==> config.mk <==
export PLATFORM = sky130hd
export DESIGN_NAME = hilo_mdu
export DESIGN_NICKNAME = d
export VERILOG_FILES = /design/src/rtl/hilo_mdu.sv
export SDC_FILE = /design/constraint.sdc
export NUM_CORES = 1
export LEC_CHECK = 0
export ABC_AREA = 1
export BUFFER_PORTS_ARGS = -buffer_cell sky130_fd_sc_hd__buf_2
export CORE_ASPECT_RATIO = 2
export CORE_UTILIZATION = 35
export DETAILED_ROUTE_END_ITERATION = 6
export PLACE_DENSITY_LB_ADDON = 0.12
export REMOVE_ABC_BUFFERS = 1
export SLEW_MARGIN = 20
export SYNTH_ARGS = -nofsm -noshare
export SYNTH_HDL_FRONTEND = slang
export SYNTH_SLANG_ARGS = --single-unit
==> constraint.sdc <==
create_clock -name clk -period 3.63 [get_ports clk]
set_input_delay 0.363 -clock clk [delete_from_list [all_inputs] [get_ports clk]]
set_output_delay 0.363 -clock clk [all_outputs]
set_load 0.1 [all_outputs]
==> src/rtl/hilo_mdu.sv <==
// Iterative 32-bit multiply/divide unit for MULT/MULTU/DIV/DIVU.
// It stalls the pipeline while working and emits a single-cycle HI/LO write.
module hilo_mdu (
    input  logic        clk,
    input  logic        resetn,
    input  logic        start,
    input  logic [1:0]  op,
    input  logic [31:0] src1,
    input  logic [31:0] src2,
    input  logic        cancel,
    output logic        stallreq,
    output logic        hi_we,
    output logic        lo_we,
    output logic [31:0] hi_wdata,
    output logic [31:0] lo_wdata
);

    typedef enum logic [1:0] {
        IDLE = 2'd0,
        BUSY = 2'd1,
        DONE = 2'd2
    } state_t;

    state_t      state_q, state_d;
    logic [5:0]  cnt_q, cnt_d;
    logic        is_div_q, is_div_d;
    logic        neg_res_q, neg_res_d;
    logic        neg_rem_q, neg_rem_d;
    logic        div0_q, div0_d;
    logic [31:0] opnd_q, opnd_d;
    logic [63:0] acc_q, acc_d;
    logic [31:0] hi_hold_q, hi_hold_d;
    logic [31:0] lo_hold_q, lo_hold_d;

    logic        accept;
    logic        s1_neg, s2_neg;
    logic [31:0] abs1, abs2;
    logic [32:0] mul_sum;
    logic [32:0] div_top, div_diff;
    logic        div_ge;
    logic [63:0] prod;
    logic [31:0] quot, rem;
    logic [31:0] res_hi, res_lo;
    logic        write;

    // Datapath: operand magnitudes, one radix-2 step, and sign correction of the final value.
    always_comb begin
        accept   = start & ~cancel;
        s1_neg   = op[0] & src1[31];
        s2_neg   = op[0] & src2[31];
        abs1     = s1_neg ? (32'd0 - src1) : src1;
        abs2     = s2_neg ? (32'd0 - src2) : src2;

        mul_sum  = {1'b0, acc_q[63:32]} + (acc_q[0] ? {1'b0, opnd_q} : 33'd0);
        div_top  = acc_q[63:31];
        div_ge   = (div_top >= {1'b0, opnd_q});
        div_diff = div_top - (div_ge ? {1'b0, opnd_q} : 33'd0);

        prod     = neg_res_q ? (64'd0 - acc_q) : acc_q;
        quot     = neg_res_q ? (32'd0 - acc_q[31:0]) : acc_q[31:0];
        rem      = neg_rem_q ? (32'd0 - acc_q[63:32]) : acc_q[63:32];

        // A zero divisor leaves the dividend magnitude as remainder, so only LO needs overriding.
        if (is_div_q) begin
            res_hi = rem;
            res_lo = div0_q ? 32'hFFFF_FFFF : quot;
        end else begin
            res_hi = prod[63:32];
            res_lo = prod[31:0];
        end
    end

    // NOTE: every signal driven here gets a default first so no path leaves it unassigned (no latch).
    always_comb begin
        state_d   = state_q;
        cnt_d     = cnt_q;
        is_div_d  = is_div_q;
        neg_res_d = neg_res_q;
        neg_rem_d = neg_rem_q;
        div0_d    = div0_q;
        opnd_d    = opnd_q;
        acc_d     = acc_q;
        hi_hold_d = hi_hold_q;
        lo_hold_d = lo_hold_q;
        stallreq  = 1'b0;
        write     = 1'b0;

        case (state_q)
            IDLE: begin
                if (accept) begin
                    stallreq  = 1'b1;
                    state_d   = BUSY;
                    cnt_d     = 6'd0;
                    is_div_d  = op[1];
                    neg_res_d = s1_neg ^ s2_neg;
                    neg_rem_d = s1_neg;
                    div0_d    = op[1] & (src2 == 32'd0);
                    if (op[1]) begin
                        acc_d  = {32'd0, abs1};
                        opnd_d = abs2;
                    end else begin
                        acc_d  = {32'd0, abs2};
                        opnd_d = abs1;
                    end
                end
            end
            BUSY: begin
                if (cancel) begin
                    state_d = IDLE;
                end else begin
                    stallreq = 1'b1;
                    acc_d    = is_div_q ? {div_diff[31:0], acc_q[30:0], div_ge}
                                        : {mul_sum, acc_q[31:1]};
                    cnt_d    = cnt_q + 6'd1;
                    if (cnt_q == 6'd31) begin
                        state_d = DONE;
                    end
                end
            end
            DONE: begin
                state_d = IDLE;
                if (!cancel) begin
                    write     = 1'b1;
                    hi_hold_d = res_hi;
                    lo_hold_d = res_lo;
                end
            end
            default: state_d = IDLE;
        endcase
    end

    assign hi_we    = write;
    assign lo_we    = write;
    assign hi_wdata = write ? res_hi : hi_hold_q;
    assign lo_wdata = write ? res_lo : lo_hold_q;

    // NOTE: state registers use non-blocking assignments so all flops update together at the edge.
    always_ff @(posedge clk or negedge resetn) begin
        if (!resetn) begin
            state_q   <= IDLE;
            cnt_q     <= 6'd0;
            is_div_q  <= 1'b0;
            neg_res_q <= 1'b0;
            neg_rem_q <= 1'b0;
            div0_q    <= 1'b0;
            opnd_q    <= 32'd0;
            acc_q     <= 64'd0;
            hi_hold_q <= 32'd0;
            lo_hold_q <= 32'd0;
        end else begin
            state_q   <= state_d;
            cnt_q     <= cnt_d;
            is_div_q  <= is_div_d;
            neg_res_q <= neg_res_d;
            neg_rem_q <= neg_rem_d;
            div0_q    <= div0_d;
            opnd_q    <= opnd_d;
            acc_q     <= acc_d;
            hi_hold_q <= hi_hold_d;
            lo_hold_q <= lo_hold_d;
        end
    end

endmodule
==> results of run 1 <==
## kinds of logic (layout without fill, tap and decap cells)
family,Yosys count,in the layout,synth area share (%)
buffers and inverters,462,827,10.09
flip-flops,172,172,24.50
AND/OR/NAND/NOR,1423,1423,34.17
XOR/XNOR,94,94,4.687
AO/OA/AOI/OAI,568,568,18.63
adder cells (fa/ha/maj),110,110,7.921
## per-layer routing
metal | part of all wire [%] | up-vias | GRT usage [%]
li1 | - | 10020 | -
met1 | 34 | 10160 | 36.23
met2 | 51 | 828 | 66.22
met3 | 3.7 | 319 | 3.056
met4 | 11 | 0 | 33.90
met5 | 0 | - | 0
## path summary, 6_finish.rpt
| kind | endpoint | slack (ps) |
|---|---|---|
| setup / recovery | acc_q[51] | -10 |
| min in group asynchronous | acc_q[53] | 470 |
| hold / removal | opnd_q[4] | 260 |
| hold reg to reg | hi_hold_q[19] | 490 |
| max in group asynchronous | hi_hold_q[18] | 2130 |
| setup reg to reg | acc_q[51] | -10 |
## power by group through the flow
stage / sequential [mW] / clock (mW) / combinational, mW
floorplan: 2.80 / 0 / 6.57
finish: 2.74 / 2.08 / 17.3
CTS: 2.72 / 2.12 / 14.2
global placement: 2.74 / 0 / 13.5
detailed placement: 2.75 / 0 / 13.4
global route: 2.78 / 2.16 / 18.3
## layout make-up
class	count	area (sq um)	share of cell area (%)
Sequential cell	172	4309	18.10
Tap cell	643	804.5	3.379
Timing Repair Buffer	426	3557	14.94
Clock buffer	17	425.4	1.787
Multi-Input combinational cell	2195	13120	55.09
Clock inverter	14	192.7	0.8092
Inverter	370	1404	5.896
## cells in the mapped netlist, drive strengths merged (39+ instances only)
| library cell | number |
|---|---|
| ha | 108 |
| o211ai | 39 |
| inv | 368 |
| xor2 | 81 |
| o21ai | 211 |
| dfrtp | 172 |
| clkbuf | 58 |
| nor3 | 44 |
| nand2 | 713 |
| nand3 | 238 |
| nor2 | 357 |
| a21oi | 187 |
## flip-flops by register name (all words and copies together), names as in the netlist
register	count
acc_q	64
opnd_q	32
is_div_q	1
lo_hold_q	32
cnt_q	6
neg_rem_q	1
div0_q	1
neg_res_q	1
hi_hold_q	32
state_q	2
## stage by stage
step	std cells	setup WS [ps]	hold slack (ps)	power, mW
after floorplan	2737	-4447	67.41	9.375
after global placement	3780	-767.7	463.6	16.21
after detailed placement	3780	-704.2	460.1	16.17
after CTS	3813	-0.1252	245.7	18.98
after global routing	3837	-153.0	284.0	23.27
final	3837	-11.17	259.0	22.08
## what timing repair did
item,CTS,global route
hold buffers,1,0
pin swaps,11,131
buffers inserted,1,28
cloned,0,0
setup endpoints to repair,34,46
endpoints found under the hold margin,1,0
resized for setup,88,321
## worst max-delay path: stages (launching register included)
cell	delay, ps
dfrtp_1	430
inv_2	70
ha_4	280
nand2_4	50
nor2_4	110
inv_2	60
nor3_4	170
buf_4	140
nand3_2	90
nand3_4	140
buf_8	150
buf_12	150
nand2_2	80
ha_4	290
nand2_2	90
nor2_4	110
inv_2	50
nor3_2	170
buf_4	150
nand4_1	120
nand3_2	130
nor2_2	40
o21ai_2	180
nand3_2	110
o21ai_4	150
==> results_dict.tcl, run 1 <==
set metrics [dict create \
    synth_edf_count 0 \
    dp_hpwl_microns 76730 \
    track_usage_pct 36.46 \
    status "complete, but fails checks" \
    tns_ps -14.73 \
    nets 3362 \
    cp-startpoint "opnd_q[14]" \
    finalSetupViolCount 3 \
    hold_violations 0 \
    p_seq_share_pct 12.4 \
    cts_sinks 172 \
    clk_path_buf_depth 2 \
    yosysWarningCount 0 \
    antenna_found_initial 0 \
    power.internal_mw 10.17 \
    floorplan.initialDensity_pct 35.59 \
    p_comb_share_pct 78.1 \
    vdd_drop_max_uv 614.5 \
    holdPathStages 4 \
    ys_dominant_reg_cell "dfrtp_1" \
    drive_above_1_share_pct 24.33 \
    wirelength_microns 94260 \
    grt_overflow 0 \
    drt_pass1_iterations 5 \
    grt_pass1_vias 21150 \
    synthTopCellsByArea "dfrtp_1 25%, nand2_1 15%, inv_1 7.7%" \
    slew_violations 0 \
    startpoint_type "flop" \
    p_switching_mw 11.90 \
    vias 21320 \
    hold_class "in2reg" \
    area_growth_pct 35.56 \
    mostFrequentLayoutCell "nand2_1" \
    die_h_microns 318.8 \
    crit_arrival_ps 4010 \
    synth_area_leader_cell "dfrtp_1" \
    crit_path_end_kind "flop" \
    synth_area_sq_mm 0.01757 \
    fin_ws_ps -11.17 \
    required_ps 4000 \
    seq_area_frac_synth_pct 24.50 \
    cts_tree "yes" \
    drc_errors 0 \
    coreArea_sq_mm 0.04935 \
    final_cell_mix "644 x nand2_1, 339 x inv_1, 310 x nor2_1" \
    num_rows 115 \
    syn_inst 2829 \
    gp_congestion 1.037 \
    grt_setup_unrepaired "true" \
    worstSkewPairLatency_ps 480 \
    fillCellCount 5161 \
    crit-reg2reg-launch "opnd_q[14]" \
    power.leakage_nw 11.41 \
    fin_worst_skew_ps 25.88 \
    diodes 0 \
    portBuffers 136 \
    dieArea_sq_mm 0.05114 \
    reg2reg_depth 24 \
    worst_pin_slew_ps 987.3 \
    viasPerCell 5.557 \
    switching_share_pct 53.92 \
    io_pins 137 \
    hold_start "src2[4]" \
    wl_per_cell_microns 24.57 \
    root_buffer "clkbuf_16" \
    max_freq_mhz 274.6 \
    min_period_ps 3641 \
    relSlewSlack_pct 34.18 \
    fin_util_pct 48.25 \
    violations "negative setup slack" \
    synth_cell_type_count 58 \
    cts_buffers 17 \
    drt-initial-drc-count 1458 \
    syn_avg_cell_area_sq_um 6.209 \
    netlist.area_leader.share_pct 24.50 \
    htreeDepth 4 \
    grt_max_degree 92 \
    grt_pass1_wl_microns 135600 \
    postRouteAntennaNets 0 \
    period_share_pct 100.3 \
    dieWidth_microns 160.4 \
    clk_pin_slew_ps 80 \
    clkPwrFrac_pct 9.4 \
    critPathMaxFanout 8 \
    worstSetupPathType "reg2reg" \
    synthArstFlopShare_pct 100.0 \
    max-cap-violations 0 \
    final_area_sq_mm 0.02381 \
    synth-seq-cells 172 \
    place_area_sq_mm 0.02127 \
    p_per_area_mw_per_mm2 927.2 \
]
Note: power is estimated with default switching activity, not from simulation.
==> inputs of run 2 (changes only) <==
--- a/config.mk
+++ b/config.mk
@@ -12,6 +12,7 @@
 export DETAILED_ROUTE_END_ITERATION = 6
 export PLACE_DENSITY_LB_ADDON = 0.12
 export REMOVE_ABC_BUFFERS = 1
+export SKIP_LAST_GASP = 1
 export SLEW_MARGIN = 20
 export SYNTH_ARGS = -nofsm -noshare
 export SYNTH_HDL_FRONTEND = slang
==> run 2 against run 1 <==
The run still ends with negative setup slack left. Sequential cell count unchanged. Combinational power about the same. Global-route usage about the same. Maximum frequency about the same. Clock skew down 1.2 ps. Routed wire length about the same. Non-clock buffer count down 1. Final cell count about the same. Power about the same. Count of clock-buffer cells in the layout unchanged. Register-to-register slack about the same. Critical path type unchanged. Highest routed layer unchanged.
==> results_dict.tcl, run 2 (synthesis gave the netlist of run 1 again) <==
set metrics [dict create \
    crit_top_cell "nand2_1" \
    fin_ws_ps -10.72 \
    dieArea_sq_mm 0.05114 \
    grt_max_degree 92 \
    crit_arrival_ps 4000 \
    worstSkewPairLatency_ps 480 \
    portBuffers 136 \
    min_period_ps 3641 \
    num_rows 115 \
    p_per_area_mw_per_mm2 928.2 \
    fillCellCount 5163 \
    track_usage_pct 36.45 \
    drt-initial-drc-count 1490 \
    worstSetupPathType "reg2reg" \
    max-cap-violations 0 \
    grt_pass1_vias 21140 \
    dpl.cell_count 3780 \
    nets 3361 \
    area_growth_pct 35.39 \
    power.leakage_nw 11.41 \
    required_ps 3990 \
    crit_path_end_kind "flop" \
    floorplan.initialDensity_pct 35.59 \
    critPathTopFamily "simple AND/OR/NAND/NOR gates" \
    rrSetupSlack_ps -10 \
    cp_slowest_cell "dfrtp_1" \
    coreArea_sq_mm 0.04935 \
    drt_pass1_iterations 6 \
    hold_ws_ps 263.6 \
    violations "negative setup slack" \
    final_cell_mix "641 x nand2_1, 340 x inv_1, 312 x nor2_1" \
    hold_class "in2reg" \
    startpoint_type "flop" \
    slew_violations 0 \
    clk_pin_slew_ps 80 \
    period_share_pct 100.3 \
    wirelength_microns 94310 \
    relSlewSlack_pct 34.92 \
    drive_above_1_share_pct 24.12 \
    cts_tree "yes" \
    grt_setup_unrepaired "true" \
    regMostFlops "acc_q" \
    vdd_drop_max_uv 629.0 \
    diodes 0 \
    dieWidth_microns 160.4 \
    drc_errors 0 \
    viasPerCell 5.562 \
    critPathMaxStageDelay_ps 450 \
    cts_buffers 17 \
    postRouteAntennaNets 0 \
    critPathMaxFanout 8 \
    cts_sinks 172 \
    clk_path_buf_depth 2 \
    io_pins 137 \
    grt_pass1_wl_microns 135600 \
    vias 21330 \
    largest_reg_flops 64 \
    hold_violations 0 \
    antenna_found_initial 0 \
    die_h_microns 318.8 \
    cp_cell_sequence "ha_1 > nand2_2 > inv_1 > nand2_1 > nand2_1 > a21oi_1 > nand2_1 > nor2_2 > nand3_4 > buf_8 > buf_12 > buf_12 > nand2_4 > ha_4 > a21o_1 > a21oi_2 > nor2_1 > nor3_1 > o21a_1 > nand2_1 > nand3_1 > nand3_1 > nand2_1 > nand2_1" \
    max_freq_mhz 274.7 \
    fin_worst_skew_ps 24.72 \
    path_buf_inv 4 \
    worst_pin_slew_ps 976.2 \
    mostFrequentLayoutCell "nand2_1" \
    gp_congestion 1.037 \
    finalSetupViolCount 2 \
    wl_per_cell_microns 24.58 \
    status "complete, but fails checks" \
    root_buffer "clkbuf_16" \
    dp_hpwl_microns 76730 \
    grt_overflow 0 \
    htreeDepth 4 \
    layout.cells.non_filler 3836 \
]
[run 2: power breakdown]
part / total (mW) / switching (mW) / internal [mW]
sequential: 2.74 / 0.453 / 2.29
combinational: 17.3 / 10.4 / 6.87
clock: 2.08 / 1.07 / 1.00
total: 22.1 / 11.9 / 10.2
[run 2: final timing paths]
kind	endpoint	cells past startpoint	from
worst max-delay path	acc_q[63]	24	acc_q[59]
worst min-delay path	opnd_q[4]	4	src2[4]
worst max register to register	acc_q[63]	24	acc_q[59]
worst min register to register	hi_hold_q[19]	2	hi_hold_q[19]
max in group asynchronous	hi_hold_q[18]	3	resetn
min in group asynchronous	acc_q[53]	2	resetn
[run 2: layout make-up]
class | instances | area [sq um] | area share, %
Clock buffer | 17 | 425.4 | 1.789
Clock inverter | 14 | 192.7 | 0.8102
Inverter | 370 | 1401 | 5.893
Multi-Input combinational cell | 2195 | 13090 | 55.06
Sequential cell | 172 | 4309 | 18.12
Tap cell | 643 | 804.5 | 3.383
Timing Repair Buffer | 425 | 3555 | 14.95
[run 2: layer usage]
metal  wire, microns  share of wire (%)  GRT usage (%)  vias to the layer above
met5               0                  0              0                        -
met4           10190                 11          33.90                        0
met3            3561                3.8          3.056                      326
met2           48360                 51          66.20                      864
met1           32190                 34          36.22                    10120
li1                -                  -              -                    10020
[run 2: what timing repair did]
item,in CTS,in global routing
pin swaps,10,129
setup buffers,1,28
endpoints found under the hold margin,1,0
hold buffers,1,0
endpoints found under the setup margin,34,46
cloned,0,0
gates resized for setup,86,316
[run 2: stage by stage]
stage               area, sq um  setup TNS, ps  utilization [%]  setup slack (ps)  power, mW
floorplan                 17180        -340570                -             -4447      9.375
global placement          21270         -10530            43.09            -767.7      16.21
detailed placement        21270          -9345            43.09            -704.2      16.17
CTS                       22230         -31.75            45.05            -19.56      18.97
global route              23780          -2056            48.19            -157.0      23.26
finish                    23780         -18.92            48.19            -10.72      22.07
[run 2: worst register-to-register path, stage by stage, from the launching register on]
cell and delay [ps]:
dfrtp_1 450, ha_1 330, nand2_2 110, inv_1 40, nand2_1 60, nand2_1 50, a21oi_1 140, nand2_1 90
nor2_2 170, nand3_4 140, buf_8 180, buf_12 150, buf_12 150, nand2_4 60, ha_4 200, a21o_1 180
a21oi_2 190, nor2_1 70, nor3_1 220, o21a_1 180, nand2_1 80, nand3_1 70, nand3_1 80, nand2_1 100
nand2_1 50
